`src/rtl/dm_pkg.sv`:
```
// Shared definitions for the data-memory access unit: op codes, exception codes, FSM states.
package dm_pkg;

  typedef enum logic [3:0] {
    OpNop = 4'd0,
    OpLw  = 4'd1,
    OpLh  = 4'd2,
    OpLhu = 4'd3,
    OpLb  = 4'd4,
    OpLbu = 4'd5,
    OpSw  = 4'd6,
    OpSh  = 4'd7,
    OpSb  = 4'd8
  } op_e;

  typedef enum logic [1:0] {
    ExcNone     = 2'd0,
    ExcMisalign = 2'd1,
    ExcTimeout  = 2'd2,
    ExcIllegal  = 2'd3
  } exc_e;

  typedef enum logic [1:0] {
    StIdle  = 2'd0,
    StIssue = 2'd1,
    StWait  = 2'd2,
    StResp  = 2'd3
  } state_e;

  function automatic logic op_legal(logic [3:0] op);
    return (op >= 4'd1) && (op <= 4'd8);
  endfunction

  function automatic logic op_is_store(logic [3:0] op);
    return (op == OpSw) || (op == OpSh) || (op == OpSb);
  endfunction

  // Word ops need addr[1:0]==0, halfword ops need addr[0]==0; byte ops never fault.
  function automatic logic op_misaligned(logic [3:0] op, logic [1:0] a);
    logic mis;
    mis = 1'b0;
    case (op)
      OpLw, OpSw:        mis = (a != 2'b00);
      OpLh, OpLhu, OpSh: mis = a[0];
      default:           mis = 1'b0;
    endcase
    return mis;
  endfunction

endpackage

```
`src/rtl/load_ext.sv`:
```
// Combinational load extraction: selects the byte/half of a bus word and extends it.
module load_ext
  import dm_pkg::*;
(
  input  logic [3:0]  op_i,
  input  logic [1:0]  addr_i,
  input  logic [31:0] word_i,
  output logic [31:0] result_o
);

  logic [7:0]  byte_sel;
  logic [15:0] half_sel;

  // Field select followed by sign/zero extension according to op.
  always_comb begin
    byte_sel = 8'h00;
    unique case (addr_i)
      2'd0: byte_sel = word_i[7:0];
      2'd1: byte_sel = word_i[15:8];
      2'd2: byte_sel = word_i[23:16];
      2'd3: byte_sel = word_i[31:24];
      default: byte_sel = 8'h00;
    endcase
    half_sel = addr_i[1] ? word_i[31:16] : word_i[15:0];

    result_o = 32'h0;
    case (op_i)
      OpLb:    result_o = {{24{byte_sel[7]}}, byte_sel};
      OpLbu:   result_o = {24'h0, byte_sel};
      OpLh:    result_o = {{16{half_sel[15]}}, half_sel};
      OpLhu:   result_o = {16'h0, half_sel};
      OpLw:    result_o = word_i;
      default: result_o = 32'h0;
    endcase
  end

endmodule

```
`src/rtl/dm_access.sv`:
```
// Data-memory access unit: request/response FSM, store packing, load extraction, watchdog.
module dm_access
  import dm_pkg::*;
#(
  parameter int unsigned TIMEOUT = 15
) (
  input  logic        clk,
  input  logic        reset,
  input  logic        req_valid,
  output logic        req_ready,
  input  logic [3:0]  req_op,
  input  logic [31:0] req_addr,
  input  logic [31:0] req_wdata,
  output logic        mem_en,
  output logic [3:0]  mem_we,
  output logic [31:0] mem_addr,
  output logic [31:0] mem_wdata,
  input  logic        mem_rvalid,
  input  logic [31:0] mem_rdata,
  output logic        resp_valid,
  input  logic        resp_ready,
  output logic [31:0] resp_rdata,
  output logic [1:0]  resp_exc
);

  localparam logic [3:0] TimeoutCnt = 4'(TIMEOUT);

  state_e      state_q, state_d;
  logic [3:0]  op_q, op_d;
  logic [31:0] addr_q, addr_d;
  logic [31:0] wdata_q, wdata_d;
  logic [31:0] rdata_q, rdata_d;
  exc_e        exc_q, exc_d;
  logic [3:0]  cnt_q, cnt_d;
  logic [31:0] load_result;

  load_ext u_load_ext (
    .op_i     (op_q),
    .addr_i   (addr_q[1:0]),
    .word_i   (mem_rdata),
    .result_o (load_result)
  );

  // State and request/response registers.
  always_ff @(posedge clk) begin
    if (reset) begin
      state_q <= StIdle;
      op_q    <= 4'h0;
      addr_q  <= 32'h0;
      wdata_q <= 32'h0;
      rdata_q <= 32'h0;
      exc_q   <= ExcNone;
      cnt_q   <= 4'h0;
    end else begin
      state_q <= state_d;
      op_q    <= op_d;
      addr_q  <= addr_d;
      wdata_q <= wdata_d;
      rdata_q <= rdata_d;
      exc_q   <= exc_d;
      cnt_q   <= cnt_d;
    end
  end

  // Next-state logic: accept, classify, issue, wait with watchdog, hold response.
  always_comb begin
    state_d = state_q;
    op_d    = op_q;
    addr_d  = addr_q;
    wdata_d = wdata_q;
    rdata_d = rdata_q;
    exc_d   = exc_q;
    cnt_d   = cnt_q;
    unique case (state_q)
      StIdle: begin
        if (req_valid) begin
          op_d    = req_op;
          addr_d  = req_addr;
          wdata_d = req_wdata;
          rdata_d = 32'h0;
          if (!op_legal(req_op)) begin
            exc_d   = ExcIllegal;
            state_d = StResp;
          end else if (op_misaligned(req_op, req_addr[1:0])) begin
            exc_d   = ExcMisalign;
            state_d = StResp;
          end else begin
            exc_d   = ExcNone;
            state_d = StIssue;
          end
        end
      end
      StIssue: begin
        cnt_d   = 4'h0;
        state_d = StWait;
      end
      StWait: begin
        // A completion in the same cycle as the watchdog expiry takes priority.
        if (mem_rvalid) begin
          rdata_d = op_is_store(op_q) ? 32'h0 : load_result;
          exc_d   = ExcNone;
          state_d = StResp;
        end else begin
          cnt_d = cnt_q + 4'd1;
          if (cnt_q + 4'd1 == TimeoutCnt) begin
            rdata_d = 32'h0;
            exc_d   = ExcTimeout;
            state_d = StResp;
          end
        end
      end
      StResp: begin
        if (resp_ready) state_d = StIdle;
      end
      default: state_d = StIdle;
    endcase
  end

  // Bus strobe and store packing; bus fields are zero whenever mem_en is low.
  always_comb begin
    mem_en    = 1'b0;
    mem_we    = 4'b0000;
    mem_addr  = 32'h0;
    mem_wdata = 32'h0;
    if (state_q == StIssue) begin
      mem_en   = 1'b1;
      mem_addr = {addr_q[31:2], 2'b00};
      case (op_q)
        OpSb: begin
          mem_we    = 4'b0001 << addr_q[1:0];
          mem_wdata = {4{wdata_q[7:0]}};
        end
        OpSh: begin
          mem_we    = addr_q[1] ? 4'b1100 : 4'b0011;
          mem_wdata = {2{wdata_q[15:0]}};
        end
        OpSw: begin
          mem_we    = 4'b1111;
          mem_wdata = wdata_q;
        end
        default: begin
          mem_we    = 4'b0000;
          mem_wdata = 32'h0;
        end
      endcase
    end
  end

  // Handshake outputs derive from the registered state only.
  always_comb begin
    req_ready  = (state_q == StIdle);
    resp_valid = (state_q == StResp);
    resp_rdata = rdata_q;
    resp_exc   = exc_q;
  end

endmodule

```
`config.mk`:
```
export PLATFORM = sky130hd
export DESIGN_NAME = dm_access
export DESIGN_NICKNAME = d
export VERILOG_FILES = /design/src/rtl/dm_pkg.sv /design/src/rtl/load_ext.sv /design/src/rtl/dm_access.sv
export SDC_FILE = /design/constraint.sdc
export NUM_CORES = 1
export LEC_CHECK = 0
export ABC_AREA = 1
export BUFFER_PORTS_ARGS = -buffer_cell sky130_fd_sc_hd__buf_4
export CAP_MARGIN = 15
export CORE_AREA = 4 4 106 108
export CTS_BUF_LIST = sky130_fd_sc_hd__clkbuf_4
export CTS_CLUSTER_SIZE = 40
export DETAILED_ROUTE_END_ITERATION = 6
export DIE_AREA = 0 0 110 112
export PLACE_DENSITY = 0.93
export SLEW_MARGIN = 20
export SYNTH_ARGS = -nofsm -noshare
export SYNTH_HDL_FRONTEND = slang
export SYNTH_SLANG_ARGS = --single-unit
```
`constraint.sdc`:
```
create_clock -name clk -period 4.5 [get_ports clk]
set_clock_uncertainty 0.2 [all_clocks]
set_input_delay 0.9 -clock clk [delete_from_list [all_inputs] [get_ports clk]]
set_output_delay 0.9 -clock clk [all_outputs]
set_load 0.01 [all_outputs]
```
==> results.py <==
metrics = {
    "setup_path": {
        "path_max_fanout": 15,
        "crit_cells": 7,
        "critPathLaunchType": "register",
        "crit_path_top_delay_cell": "nand2_1",
        "crit_end": "mem_we[2]",
        "crit_chain": "inv_2, nor2_2, nand2_1, o21ai_1, a21oi_1, nor2_1, buf_4",
        "crit_buf_inv": 2,
        "max_stage_delay_ns": 0.49,
        "reg2reg_slack_ns": 2.14,
        "cp.arrival_ns": 2.56,
        "worst-setup-path-type": "reg2out",
        "cp-end-kind": "output pin",
        "reg2reg_depth": 7,
        "rr_endpoint": "resp_rdata[27]$_SDFFE_PP0P_",
        "worstPathRequired_ns": 3.40,
        "startpoint": "op_q[1]$_SDFFE_PP0P_",
        "timing.rr.start": "addr_q[1]$_SDFFE_PP0P_",
        "critical-path-top-delay-family": "simple AND/OR/NAND/NOR gates",
    },
    "clock_network": {
        "post_cts_resized": 0,
        "cts_tree": "yes",
        "cts_htree_levels": 3,
        "ctsRootBufferMaster": "clkbuf_4",
        "cts_setup_buffers": 0,
        "clk_latency_ns": 0.45,
        "hold_buffers": 0,
        "clk_pin_slew_ns": 0.18,
        "cts_made_buffers": 9,
        "clock-sinks": 108,
        "cts_max_path_buffers": 2,
    },
    "sta": {
        "tightest_slew_ns": 1.02,
        "slew_viol_final": 0,
        "fin_crit_sh": 0.814,
        "min_period_ns": 3.66,
        "timing.hold.ws_ns": 0.277,
        "setup_viol": 0,
        "relSlewSlack": 0.316,
        "fmax_mhz": 273,
        "rsz0062_at_grt": "false",
        "setup-tns-final_ns": 0,
        "hold_viol_final": 0,
    },
    "pwr": {
        "powerDensity_nw_per_um2": 407,
        "vdd_ir_drop_max_v": 0.000449,
        "internal_power_mw": 1.69,
        "power.switching_mw": 1.27,
        "leakage_nw": 3.69,
        "swShare": 0.430,
        "power_frac_seq": 0.422,
        "clock_power_share": 0.161,
        "pwr-share-comb": 0.417,
    },
    "cells_and_area": {
        "insertedDiodeCount": 0,
        "syn_to_final_growth_pct": 30.0,
        "utilization": 0.711,
        "drive_above_1_share": 0.238,
        "nNetsFinal": 1176,
        "layout.cells.non_filler": 1206,
    },
    "synthesis": {
        "syn_area_sq_um": 5600,
        "yosysUniqueCellTypes": 26,
        "syn_avg_cell_area_sq_um": 6.28,
        "synth-seq-area-share": 0.386,
        "yosys_warnings": 0,
        "ys_ff_latch": 108,
        "synth_cells": 891,
    },
    "place": {
        "hpwl_um": 12800,
        "place_inst": 1190,
        "gp_congestion": 0.958,
        "io_buffers": 207,
    },
    "run": {
        "max_cap_viol_count": 0,
    },
    "global_route": {
        "grt.overflow.total": 0,
        "grt_max_degree": 89,
        "grt_pass1_wl_um": 26700,
        "grt_usage": 0.267,
        "grt_pass1_vias": 5558,
        "antenna_found_initial": 0,
    },
    "floorplan": {
        "io_pins": 210,
        "die_area_sq_um": 12300,
        "rows": 37,
        "die_height_um": 112,
        "die_width_um": 110,
        "start_util": 0.547,
        "core_sq_um": 10200,
    },
    "route": {
        "dr_total_vias": 6293,
        "drt_wl_total_um": 17200,
        "wl_per_cell_um": 14.3,
        "drc": 0,
        "firstDrtPassIters": 5,
        "vias_per_cell": 5.22,
        "initialDrtViolationCount": 469,
        "drtAntennaViolNets": 0,
    },
    "min_path": {
        "hold_class": "reg2reg",
    },
    "run_status": {
        "status": "complete, no violations",
    },
}
-- metal layers --
metal,GRT usage,vias to the layer above,part of all wire
li1,-,3160,-
met3,0.0887,45,0.11
met1,0.334,2801,0.39
met2,0.421,287,0.46
met5,0,-,0
met4,0.106,0,0.035
-- sequential cells by signal, summed over array words and instances (netlist names) --
name and cells:
op_q 4, cnt_q 4, resp_rdata 32, wdata_q 32
addr_q 32, resp_exc 2, state_q 2
-- power groups by stage --
| stage | clock, mW | combinational (mW) | sequential, mW |
|---|---|---|---|
| 2_1_floorplan | 0 | 0.878 | 1.24 |
| 3_3_place_gp | 0 | 1.20 | 1.26 |
| 3_5_place_dp | 0 | 1.22 | 1.27 |
| 4_1_cts | 0.486 | 1.23 | 1.25 |
| 5_1_grt | 0.525 | 1.39 | 1.27 |
| 6_report | 0.477 | 1.24 | 1.25 |
-- cell usage after synthesis --
cell type | count | area share
nor2_2 | 5 | 0.0056
nor2_1 | 119 | 0.080
inv_1 | 94 | 0.063
o21ai_1 | 1 | 0.00089
nand2_2 | 2 | 0.0022
or2_2 | 1 | 0.0011
nor3_1 | 3 | 0.0027
clkbuf_1 | 29 | 0.019
o211ai_1 | 16 | 0.021
inv_2 | 10 | 0.0067
a21oi_1 | 85 | 0.076
nand4_2 | 2 | 0.0045
buf_4 | 4 | 0.0054
dfxtp_1 | 108 | 0.39
ha_1 | 6 | 0.013
nand4_1 | 5 | 0.0056
nor2_4 | 1 | 0.0020
o21ai_2 | 2 | 0.0031
nand3_2 | 2 | 0.0036
o21ai_0 | 77 | 0.069
nand3_1 | 46 | 0.041
buf_1 | 1 | 0.00067
and2_1 | 1 | 0.0011
conb_1 | 1 | 0.00067
buf_2 | 16 | 0.014
nand2_1 | 254 | 0.17
-- through the flow --
stage / worst slack, ns / area (sq um) / power [mW]
floorplan: 2.04 / 5600 / 2.12
global placement: 1.42 / 7140 / 2.46
detailed placement: 1.32 / 7140 / 2.49
CTS: 0.811 / 7280 / 2.96
global route: 0.569 / 7280 / 3.19
finish: 0.837 / 7280 / 2.96
-- logic make-up (layout without fill, tap and decap cells) --
| kind of cell | after synthesis | after routing | share of synthesized area |
|---|---|---|---|
| buffers and inverters | 154 | 332 | 0.110 |
| other | 1 | 2 | 0.000670 |
| and+or+nand+nor | 441 | 441 | 0.320 |
| AOI/OAI and AO/OA | 181 | 181 | 0.170 |
| adders and majority gates | 6 | 6 | 0.0134 |
| DFF | 108 | 108 | 0.386 |
-- worst reg2reg max path, stage by stage, from the launching register on --
cell     delay (ns)
dfxtp_1        0.51
inv_2          0.29
nand2_1        0.13
nand2_1        0.09
nand4_1        0.56
nand3_1        0.32
nand2_1        0.08
a21oi_1        0.14
-- layout make-up --
class | instances | area [sq um]
Timing Repair Buffer | 212 | 1590
Multi-Input combinational cell | 630 | 2830
Fill cell | 896 | 2960
Clock inverter | 6 | 56.3
Sequential cell | 108 | 2160
Tap cell | 136 | 170
Clock buffer | 10 | 75.1
Inverter | 104 | 390
-- how the worst min path moves through the flow --
stage | start | cells past startpoint | end
4_1_cts | resp_rdata[14]$_SDFFE_PP0P_ | 2 | resp_rdata[14]$_SDFFE_PP0P_
6_report | resp_rdata[14]$_SDFFE_PP0P_ | 2 | resp_rdata[14]$_SDFFE_PP0P_
3_3_place_gp | resp_rdata[13]$_SDFFE_PP0P_ | 2 | resp_rdata[13]$_SDFFE_PP0P_
5_1_grt | resp_rdata[14]$_SDFFE_PP0P_ | 2 | resp_rdata[14]$_SDFFE_PP0P_
2_1_floorplan | wdata_q[10]$_SDFFE_PP0P_ | 2 | wdata_q[10]$_SDFFE_PP0P_
3_5_place_dp | resp_rdata[14]$_SDFFE_PP0P_ | 2 | resp_rdata[14]$_SDFFE_PP0P_
-- placed cells by master (no fill, tap or decap) --
cell        count
clkbuf_4       10
nor2_2          5
ha_1            5
nor2_1        119
nor2_4          1
nand3_2         2
inv_8           2
o21ai_0        77
conb_1          2
ha_2            1
nor3_1          3
and2_1          1
o211ai_1       16
buf_4         212
inv_2          10
o21ai_2         2
clkinv_4        2
nand2_1       253
or2_2           1
nand4_2         2
nand3_1        46
clkinvlp_4      1
a21oi_1        85
inv_1          94
nand2_2         3
nand4_1         5
o21ai_1         1
dfxtp_1       108
inv_6           1
(Power assumes the default switching activity.)
